**src/rtl/id_stage.sv**
```systemverilog
// Instruction-decode stage: decodes IF/ID, bypasses write-back data onto the
// register-file read ports, detects load-use hazards and loads the ID/EX register.
module id_stage #(
  parameter int DATA_W = 16,
  parameter int REG_AW = 3
) (
  input  logic              clk,
  input  logic              rst,
  input  logic [DATA_W-1:0] if_instr,
  input  logic [DATA_W-1:0] if_pc,
  input  logic              if_valid,
  input  logic              flush,
  output logic [REG_AW-1:0] rf_a1,
  output logic [REG_AW-1:0] rf_a2,
  input  logic [DATA_W-1:0] rf_rd1,
  input  logic [DATA_W-1:0] rf_rd2,
  input  logic              wb_we,
  input  logic [REG_AW-1:0] wb_addr,
  input  logic [DATA_W-1:0] wb_data,
  output logic              stall,
  output logic              ex_valid,
  output logic [DATA_W-1:0] ex_pc,
  output logic [DATA_W-1:0] ex_rs1_val,
  output logic [DATA_W-1:0] ex_rs2_val,
  output logic [DATA_W-1:0] ex_imm,
  output logic [REG_AW-1:0] ex_rd,
  output logic              ex_reg_write,
  output logic              ex_mem_read,
  output logic              ex_mem_write,
  output logic              ex_branch,
  output logic              ex_jump,
  output logic              ex_alu_src,
  output logic [2:0]        ex_alu_op,
  output logic [15:0]       stall_cnt
);

  localparam logic [3:0] OP_ADDI = 4'b0100;
  localparam logic [3:0] OP_LW   = 4'b0101;
  localparam logic [3:0] OP_SW   = 4'b0110;
  localparam logic [3:0] OP_BEQ  = 4'b0111;
  localparam logic [3:0] OP_JMP  = 4'b1000;

  logic [3:0]        op;
  logic              d_reg_write, d_mem_read, d_mem_write, d_branch, d_jump, d_alu_src;
  logic [2:0]        d_alu_op;
  logic              use_rs1, use_rs2;
  logic [DATA_W-1:0] d_imm, op1, op2;
  logic [REG_AW-1:0] d_rd;

  assign op    = if_instr[15:12];
  assign rf_a1 = if_instr[8:6];
  // S/B-type carries rs2 where other formats carry rd.
  assign rf_a2 = (op == OP_SW || op == OP_BEQ) ? if_instr[11:9] : if_instr[5:3];

  always_comb begin
    d_reg_write = 1'b0;
    d_mem_read  = 1'b0;
    d_mem_write = 1'b0;
    d_branch    = 1'b0;
    d_jump      = 1'b0;
    d_alu_src   = 1'b0;
    d_alu_op    = 3'b000;
    use_rs1     = 1'b1;
    use_rs2     = 1'b0;
    case (op)
      4'b0000, 4'b0001, 4'b0010, 4'b0011: begin
        d_reg_write = 1'b1;
        d_alu_op    = {1'b0, op[1:0]};
        use_rs2     = 1'b1;
      end
      OP_ADDI: begin
        d_reg_write = 1'b1;
        d_alu_src   = 1'b1;
      end
      OP_LW: begin
        d_reg_write = 1'b1;
        d_mem_read  = 1'b1;
        d_alu_src   = 1'b1;
      end
      OP_SW: begin
        d_mem_write = 1'b1;
        d_alu_src   = 1'b1;
        use_rs2     = 1'b1;
      end
      OP_BEQ: begin
        d_branch = 1'b1;
        d_alu_op = 3'b001;
        use_rs2  = 1'b1;
      end
      OP_JMP: begin
        d_jump  = 1'b1;
        use_rs1 = 1'b0;
      end
      default: use_rs1 = 1'b0;
    endcase
  end

  assign d_imm = (op == OP_JMP) ? {{(DATA_W-12){if_instr[11]}}, if_instr[11:0]}
                                : {{(DATA_W-6){if_instr[5]}}, if_instr[5:0]};
  assign d_rd  = (d_reg_write && if_valid) ? if_instr[11:9] : '0;

  // The register file writes on the same edge that ID/EX captures, so
  // a write-back in flight must be forwarded here.
  assign op1 = (wb_we && wb_addr != '0 && wb_addr == rf_a1) ? wb_data : rf_rd1;
  assign op2 = (wb_we && wb_addr != '0 && wb_addr == rf_a2) ? wb_data : rf_rd2;

  assign stall = ex_valid && ex_mem_read && (ex_rd != '0) && if_valid && !flush &&
                 ((use_rs1 && ex_rd == rf_a1) || (use_rs2 && ex_rd == rf_a2));

  always_ff @(posedge clk or posedge rst) begin
    if (rst) begin
      ex_valid     <= 1'b0;
      ex_pc        <= '0;
      ex_rs1_val   <= '0;
      ex_rs2_val   <= '0;
      ex_imm       <= '0;
      ex_rd        <= '0;
      ex_reg_write <= 1'b0;
      ex_mem_read  <= 1'b0;
      ex_mem_write <= 1'b0;
      ex_branch    <= 1'b0;
      ex_jump      <= 1'b0;
      ex_alu_src   <= 1'b0;
      ex_alu_op    <= 3'b000;
      stall_cnt    <= '0;
    end else begin
      if (stall && stall_cnt != 16'hFFFF) stall_cnt <= stall_cnt + 16'd1;
      if (flush || stall) begin
        ex_valid     <= 1'b0;
        ex_pc        <= '0;
        ex_rs1_val   <= '0;
        ex_rs2_val   <= '0;
        ex_imm       <= '0;
        ex_rd        <= '0;
        ex_reg_write <= 1'b0;
        ex_mem_read  <= 1'b0;
        ex_mem_write <= 1'b0;
        ex_branch    <= 1'b0;
        ex_jump      <= 1'b0;
        ex_alu_src   <= 1'b0;
        ex_alu_op    <= 3'b000;
      end else begin
        ex_valid     <= if_valid;
        ex_pc        <= if_pc;
        ex_rs1_val   <= op1;
        ex_rs2_val   <= op2;
        ex_imm       <= d_imm;
        ex_rd        <= d_rd;
        ex_reg_write <= d_reg_write && if_valid;
        ex_mem_read  <= d_mem_read && if_valid;
        ex_mem_write <= d_mem_write && if_valid;
        ex_branch    <= d_branch && if_valid;
        ex_jump      <= d_jump && if_valid;
        ex_alu_src   <= d_alu_src && if_valid;
        ex_alu_op    <= if_valid ? d_alu_op : 3'b000;
      end
    end
  end

endmodule

```
**config.mk**
```make
export PLATFORM = sky130hd
export DESIGN_NAME = id_stage
export DESIGN_NICKNAME = d
export VERILOG_FILES = /design/src/rtl/id_stage.sv
export SDC_FILE = /design/constraint.sdc
export NUM_CORES = 1
export LEC_CHECK = 0
export ABC_AREA = 1
export CAP_MARGIN = 20
export CORE_MARGIN = 10
export CORE_UTILIZATION = 46
export DETAILED_ROUTE_END_ITERATION = 8
export GPL_TIMING_DRIVEN = 0
export PLACE_DENSITY_LB_ADDON = 0.05
export REMOVE_ABC_BUFFERS = 1
export SETUP_SLACK_MARGIN = 0.5
export SLEW_MARGIN = 15
export SYNTH_ARGS = -nofsm -noshare
export SYNTH_HDL_FRONTEND = slang
export SYNTH_SLANG_ARGS = --single-unit
```
**constraint.sdc**
```tcl
create_clock -name clk -period 4.5 [get_ports clk]
set_clock_uncertainty 0.05 [all_clocks]
set_input_delay 0.9 -clock clk [delete_from_list [all_inputs] [get_ports clk]]
set_output_delay 0.9 -clock clk [all_outputs]
set_load 0.01 [all_outputs]
```
==> results.sh, run 1 <==
export IMPL_synth_cells=551
export IMPL_fmax_ghz=0.258
export IMPL_crit_required_ns=3.55
export IMPL_cts_num_sinks=88
export IMPL_max_slew_margin_rel_pct=43.0
export IMPL_die_h_um=117
export IMPL_finalSetupTns_ns=0
export IMPL_ant_nets=0
export IMPL_cp_arrival_ns=2.92
export IMPL_hold_depth=2
export IMPL_total_power_w=0.00173
export IMPL_ir_drop_mv=0.135
export IMPL_dp_cells=840
export IMPL_io_buffers=186
export IMPL_cts_tree="built"
export IMPL_dieArea_um2=13800
export IMPL_grt_antenna_before_repair=0
export IMPL_seq_area_frac_synth_pct=50.6
export IMPL_synth_top_area_share_pct=50.6
export IMPL_grt_pass1_wl_um=20300
export IMPL_start_kind="input port"
export IMPL_leakage_nw=3.23
export IMPL_synth_largest_area_cell="dfrtp_1"
export IMPL_yosysMostFrequentCell="nand2_1"
export IMPL_multi_input_area_um2=1610
export IMPL_drv_slew=0
export IMPL_nNetsFinal=814
export IMPL_async_flop_share_pct=100
export IMPL_max_cap_viol_count=0
export IMPL_wl_per_cell_um=15.0
export IMPL_cts_made_buffers=9
export IMPL_fillerInstances=759
export IMPL_r2r_cells=8
export IMPL_period_needed_ns=3.87
export IMPL_worstHoldPathType="reg2reg"
export IMPL_rows=35
export IMPL_first_pass_iters=4
export IMPL_hold_slack_ns=0.456
export IMPL_fin_crit_sh_pct=86.1
export IMPL_powerDensity_nw_per_um2=267
export IMPL_h_tree_depth=3
export IMPL_grt_overflow=0
export IMPL_cp_end_kind="output pin"
export IMPL_clockBufferDepth=2
export IMPL_syn2layout_area_growth_pct=49.1
export IMPL_synth_edf_count=0
export IMPL_synthTopCellsByCount="nand2_1 (123), inv_1 (100), dfrtp_1 (88)"
export IMPL_grt_max_degree=73
export IMPL_regArea_um2=2200
export IMPL_synth_area_um2=4350
export IMPL_dp_slack_ns=-0.155
export IMPL_dp_hpwl_um=9880
export IMPL_clk_latency_ns=0.35
export IMPL_final_cells=859
export IMPL_drive_gt1_share_pct=5.48
export IMPL_drc=0
export IMPL_routed_via_count=3982
export IMPL_worstSetupPathType="in2out"
export IMPL_yosysUniqueCellTypes=30
export IMPL_die_w_um=117
export IMPL_ys_ff_latch=88
export IMPL_cp_max_fo=4
export IMPL_setup_violations=0
export IMPL_cts_root_buffer="clkbuf_8"
export IMPL_fin_ws_ns=0.625
export IMPL_io_pin_count=188
export IMPL_postCtsHoldBufs=0
export IMPL_rsz0062_at_grt="false"
export IMPL_worst_pin_slew_ns=0.847
export IMPL_grt_use_total_pct=19.1
export IMPL_synthTopCellsByArea="dfrtp_1 (51%), nand2_1 (11%), inv_1 (8.6%)"
export IMPL_drt_iter0_markers=191
export IMPL_core_area_um2=9240
export IMPL_initial_core_util_pct=47.1
export IMPL_grt_pass1_vias=4101
export IMPL_hold_viol_final=0
export IMPL_status="finished clean"
export IMPL_synth_flop_cell="dfrtp_1"
export IMPL_place_gp_congestion=0.876
export IMPL_antenna_cells=0
export IMPL_wirelength_um=12900
export IMPL_avgSynthCellArea_um2=7.90
export IMPL_yosys_warnings=0
export IMPL_clk_pin_slew_ns=0.08
export IMPL_vias_per_cell=4.64
[sequential cells by signal, indices dropped and copies added, names as in the netlist]
| register | count |
|---|---|
| ex_pc | 16 |
| ex_rs1_val | 16 |
| ex_imm | 12 |
| ex_mem_read | 1 |
| ex_branch | 1 |
| ex_valid | 1 |
| ex_rs2_val | 16 |
| stall_cnt | 16 |
| ex_mem_write | 1 |
| ex_alu_src | 1 |
| ex_rd | 3 |
| ex_reg_write | 1 |
| ex_jump | 1 |
| ex_alu_op | 2 |
[layout by cell type, fill, tap and decap left out, types with 2 or more instances in the layout]
master	n
clkinv_4	2
inv_1	99
xor2_1	10
nand3_1	34
nand2_1	122
nor3_1	7
nand3_2	2
clkbuf_8	10
buf_4	2
nand4_1	24
nor2_1	85
xnor2_1	6
o21ai_0	19
dlygate4sd2_1	2
nand2_2	7
clkdlybuf4s50_1	183
dfrtp_1	88
a21oi_1	3
nor2_4	2
nand2_4	3
[final timing paths]
check / startpoint / endpoint / slack, ns
min in group asynchronous: rst / ex_pc[11] / 0.90
hold / removal: stall_cnt[15] / stall_cnt[15] / 0.46
setup / recovery: if_instr[9] / stall / 0.63
max in group asynchronous: rst / ex_rd[2] / 2.88
hold reg to reg: stall_cnt[15] / stall_cnt[15] / 0.46
setup reg to reg: ex_rd[1] / ex_pc[2] / 2.31
[routing by layer]
layer	up-vias	share of wire [%]	global-route usage (%)
met1	1815	37	20.4
li1	2014	-	-
met5	-	0	0
met4	0	1.2	6.10
met3	11	10	7.39
met2	142	51	33.8
[critical path: stages]
cell	delay (ns)
clkdlybuf4s50_1	0.56
nand4_1	0.19
nand3_1	0.13
nand2_1	0.07
nor2_1	0.10
nand2_1	0.14
nand2_4	0.11
nand2_1	0.10
inv_1	0.07
clkdlybuf4s50_1	0.55
[cell type report]
type,instances,share of cell area (%)
inverters,101,5.88
well taps,129,2.49
clock inverters,5,0.983
clock buffers,11,2.18
repair buffers,191,29.7
flip-flops and latches,88,33.9
multi-input cells,334,24.8
[timing repair]
action,CTS,global route
gates cloned,1,0
pin swaps,1,0
setup endpoints to repair,1,1
resized for setup,6,1
setup buffers,1,1
[through the flow]
stage	util (%)	cell area, µm²
2_1_floorplan	-	4160
3_3_place_gp	66.9	6180
3_5_place_dp	67.6	6250
4_1_cts	70.1	6480
5_1_grt	70.2	6490
6_report	70.2	6490
[cells by family (layout without fill, tap and decap cells)]
| family | count (synthesis) | after routing | synth area share [%] |
|---|---|---|---|
| buffers and inverters | 130 | 308 | 13.1 |
| xor gates and xnor gates | 16 | 16 | 3.22 |
| and+or+nand+nor | 289 | 290 | 29.3 |
| DFF | 88 | 88 | 50.6 |
| AOI/OAI and AO/OA | 26 | 26 | 3.36 |
| adders and majority gates | 1 | 1 | 0.287 |
| other | 1 | 1 | 0.0862 |
[power breakdown]
part           switching, W  total [W]  internal (W)  leakage (nW)
registers         0.0000101   0.000834      0.000823          1.16
clock network      0.000294   0.000570      0.000276         0.100
logic              0.000159   0.000331      0.000172          1.96
(Power assumes the default switching activity.)
==> run 2, diff against run 1 <==
--- a/config.mk
+++ b/config.mk
@@ -12,6 +12,7 @@
 export DETAILED_ROUTE_END_ITERATION = 8
 export GPL_TIMING_DRIVEN = 0
 export PLACE_DENSITY_LB_ADDON = 0.05
+export RECOVER_POWER = 50
 export REMOVE_ABC_BUFFERS = 1
 export SETUP_SLACK_MARGIN = 0.5
 export SLEW_MARGIN = 15
==> run 2 against run 1 <==
- the run now ends with max-capacitance violations, max-slew violations left
- non-clock buffer count is the same
- sequential cell count is the same
- register-to-register slack gained 0.02 ns
- global-route usage is the same
- cell area shrank 0.37%
- critical path type unchanged
==> results.sh, run 2 (same netlist as run 1, synthesis figures left out) <==
export IMPL_hold_depth=2
export IMPL_clk_latency_ns=0.36
export IMPL_worstSetupPathType="in2out"
export IMPL_r2r_cells=8
export IMPL_highest_layer="met4"
export IMPL_max_slew_margin_rel_pct=-23.2
export IMPL_rsz0062_at_grt="false"
export IMPL_drv_slew=44
export IMPL_setup_violations=0
export IMPL_status="complete, but fails checks"
export IMPL_cpPeakStageDelay_ns=0.57
export IMPL_fin_crit_sh_pct=86.2
export IMPL_io_pin_count=188
export IMPL_cp_cell_sequence="clkdlybuf4s50_1, nand4_1, nand3_1, nand2_1, nor2_1, nand2_1, nand2_4, nand2_1, inv_1, clkdlybuf4s50_1"
export IMPL_multi_input_area_um2=1610
export IMPL_drt_iter0_markers=179
export IMPL_leakage_nw=3.32
export IMPL_cp_arrival_ns=2.93
export IMPL_dpl_cell_area_um2=6250
export IMPL_cp_max_fo=4
export IMPL_die_h_um=117
export IMPL_die_w_um=117
export IMPL_fin_util_pct=70.0
export IMPL_final_common_cell="clkdlybuf4s50_1"
export IMPL_wl_met3_um=1360
export IMPL_dp_cells=840
export IMPL_hp_start="stall_cnt[15]"
export IMPL_final_cells=859
export IMPL_violations="max-capacitance violations, max-slew violations"
export IMPL_cts_made_buffers=9
export IMPL_fillerInstances=763
export IMPL_initial_core_util_pct=47.1
export IMPL_cpMaxStageDelayCell="clkdlybuf4s50_1"
export IMPL_crit_family="buffers and inverters"
export IMPL_drc=0
export IMPL_cp_end_kind="output pin"
export IMPL_ant_nets=0
export IMPL_rows=35
export IMPL_met1_length_um=4690
export IMPL_grt_antenna_before_repair=0
export IMPL_core_area_um2=9240
export IMPL_final_area_um2=6470
export IMPL_clk_pin_slew_ns=0.08
export IMPL_r2r_slack_ns=2.33
export IMPL_regArea_um2=2200
export IMPL_antenna_cells=0
export IMPL_critPathMostFrequentCell="nand2_1"
export IMPL_finalSetupTns_ns=0
export IMPL_max_cap_viol_count=1
export IMPL_layout_common_cells="clkdlybuf4s50_1 (133), nand2_1 (122), inv_1 (99), dfrtp_1 (88), nor2_1 (85)"
export IMPL_syn2layout_area_growth_pct=48.6
export IMPL_period_needed_ns=3.88
export IMPL_start_kind="input port"
export IMPL_routed_via_count=4004
export IMPL_grt_max_degree=73
export IMPL_grt_pass1_wl_um=20300
export IMPL_wl_met2_um=6620
export IMPL_dieArea_um2=13800
export IMPL_worstHoldPathType="reg2reg"
export IMPL_cts_tree="built"
export IMPL_postCtsHoldBufs=0
export IMPL_io_buffers=186
export IMPL_cts_num_sinks=88
export IMPL_cp_num_buf_inv=3
export IMPL_grt_use_total_pct=19.1
export IMPL_vias_per_cell=4.66
export IMPL_hold_end="stall_cnt[15]"
export IMPL_reg2reg_to="ex_pc[2]"
export IMPL_r2r_start="ex_rd[1]"
export IMPL_grt_pass1_vias=4101
export IMPL_dp_hpwl_um=9880
export IMPL_crit_required_ns=3.55
export IMPL_hold_viol_final=0
export IMPL_drive_gt1_share_pct=5.48
export IMPL_nNetsFinal=814
export IMPL_wl_per_cell_um=15.0
export IMPL_h_tree_depth=3
export IMPL_place_gp_congestion=0.876
export IMPL_powerDensity_nw_per_um2=266
export IMPL_fmax_ghz=0.258
export IMPL_first_pass_iters=4
export IMPL_wirelength_um=12900
export IMPL_worst_pin_slew_ns=1.84
export IMPL_ir_drop_mv=0.134
export IMPL_grt_overflow=0
export IMPL_clockBufferDepth=2
export IMPL_cts_root_buffer="clkbuf_8"
==> run 2: changes by cell type in the layout (fill, tap and decap cells not counted) <==
cell	change
inv_4	-1
clkbuf_2	+1
clkinvlp_2	+1
dlygate4sd3_1	+50
clkdlybuf4s50_1	-50
buf_16	-1
==> run 2: final cells by class <==
cell class / instances / share of cell area (%)
Multi-Input combinational cell: 334 / 24.9
Tap cell: 129 / 2.50
Timing Repair Buffer: 191 / 29.5
Inverter: 101 / 5.88
Clock inverter: 5 / 0.987
Clock buffer: 11 / 2.19
Sequential cell: 88 / 34.1
==> run 2: worst max path at each step <==
stage,to,startpoint,cells past startpoint,slack [ns]
after floorplan,ex_alu_op[0],rst,1,1.27
after global placement,stall,if_valid,6,-0.35
after detailed placement,stall,if_instr[13],12,-0.15
after CTS,stall,if_valid,6,0.57
after global routing,stall,if_instr[13],12,0.52
final,stall,if_instr[9],10,0.62
==> run 2: tightest hold or removal path: cells and delay by family, from the launching register on <==
family,cells,cell delay (ns)
DFF,1,0.37
and+or+nand+nor,2,0.11
==> run 2: layer usage <==
layer | track usage, % | vias up
met1 | 20.4 | 1830
met2 | 33.8 | 149
met3 | 7.39 | 12
met4 | 6.10 | 0
met5 | 0 | -
li1 | - | 2013
==> run 2: power breakdown <==
group	switching [W]	total [W]	leakage, nW	internal (W)
Sequential	0.00000896	0.000832	1.16	0.000823
Clock	0.000296	0.000572	0.100	0.000276
Combinational	0.000158	0.000318	2.06	0.000161
==> run 2: metrics by stage <==
step,worst slack (ns),hold WS [ns],power [W]
global route,0.516,0.494,0.00181
CTS,0.572,0.461,0.00175
detailed placement,-0.155,0.441,0.00118
finish,0.622,0.456,0.00172
global placement,-0.346,0.434,0.00117
floorplan,1.27,0.472,0.000975
==> run 2: what timing repair did <==
| item | CTS | global route |
|---|---|---|
| pin swaps | 1 | 0 |
| endpoints found under the hold margin | 0 | 0 |
| endpoints found under the setup margin | 1 | 1 |
| resized for setup | 6 | 1 |
| setup buffers | 1 | 1 |
| cloned | 1 | 0 |
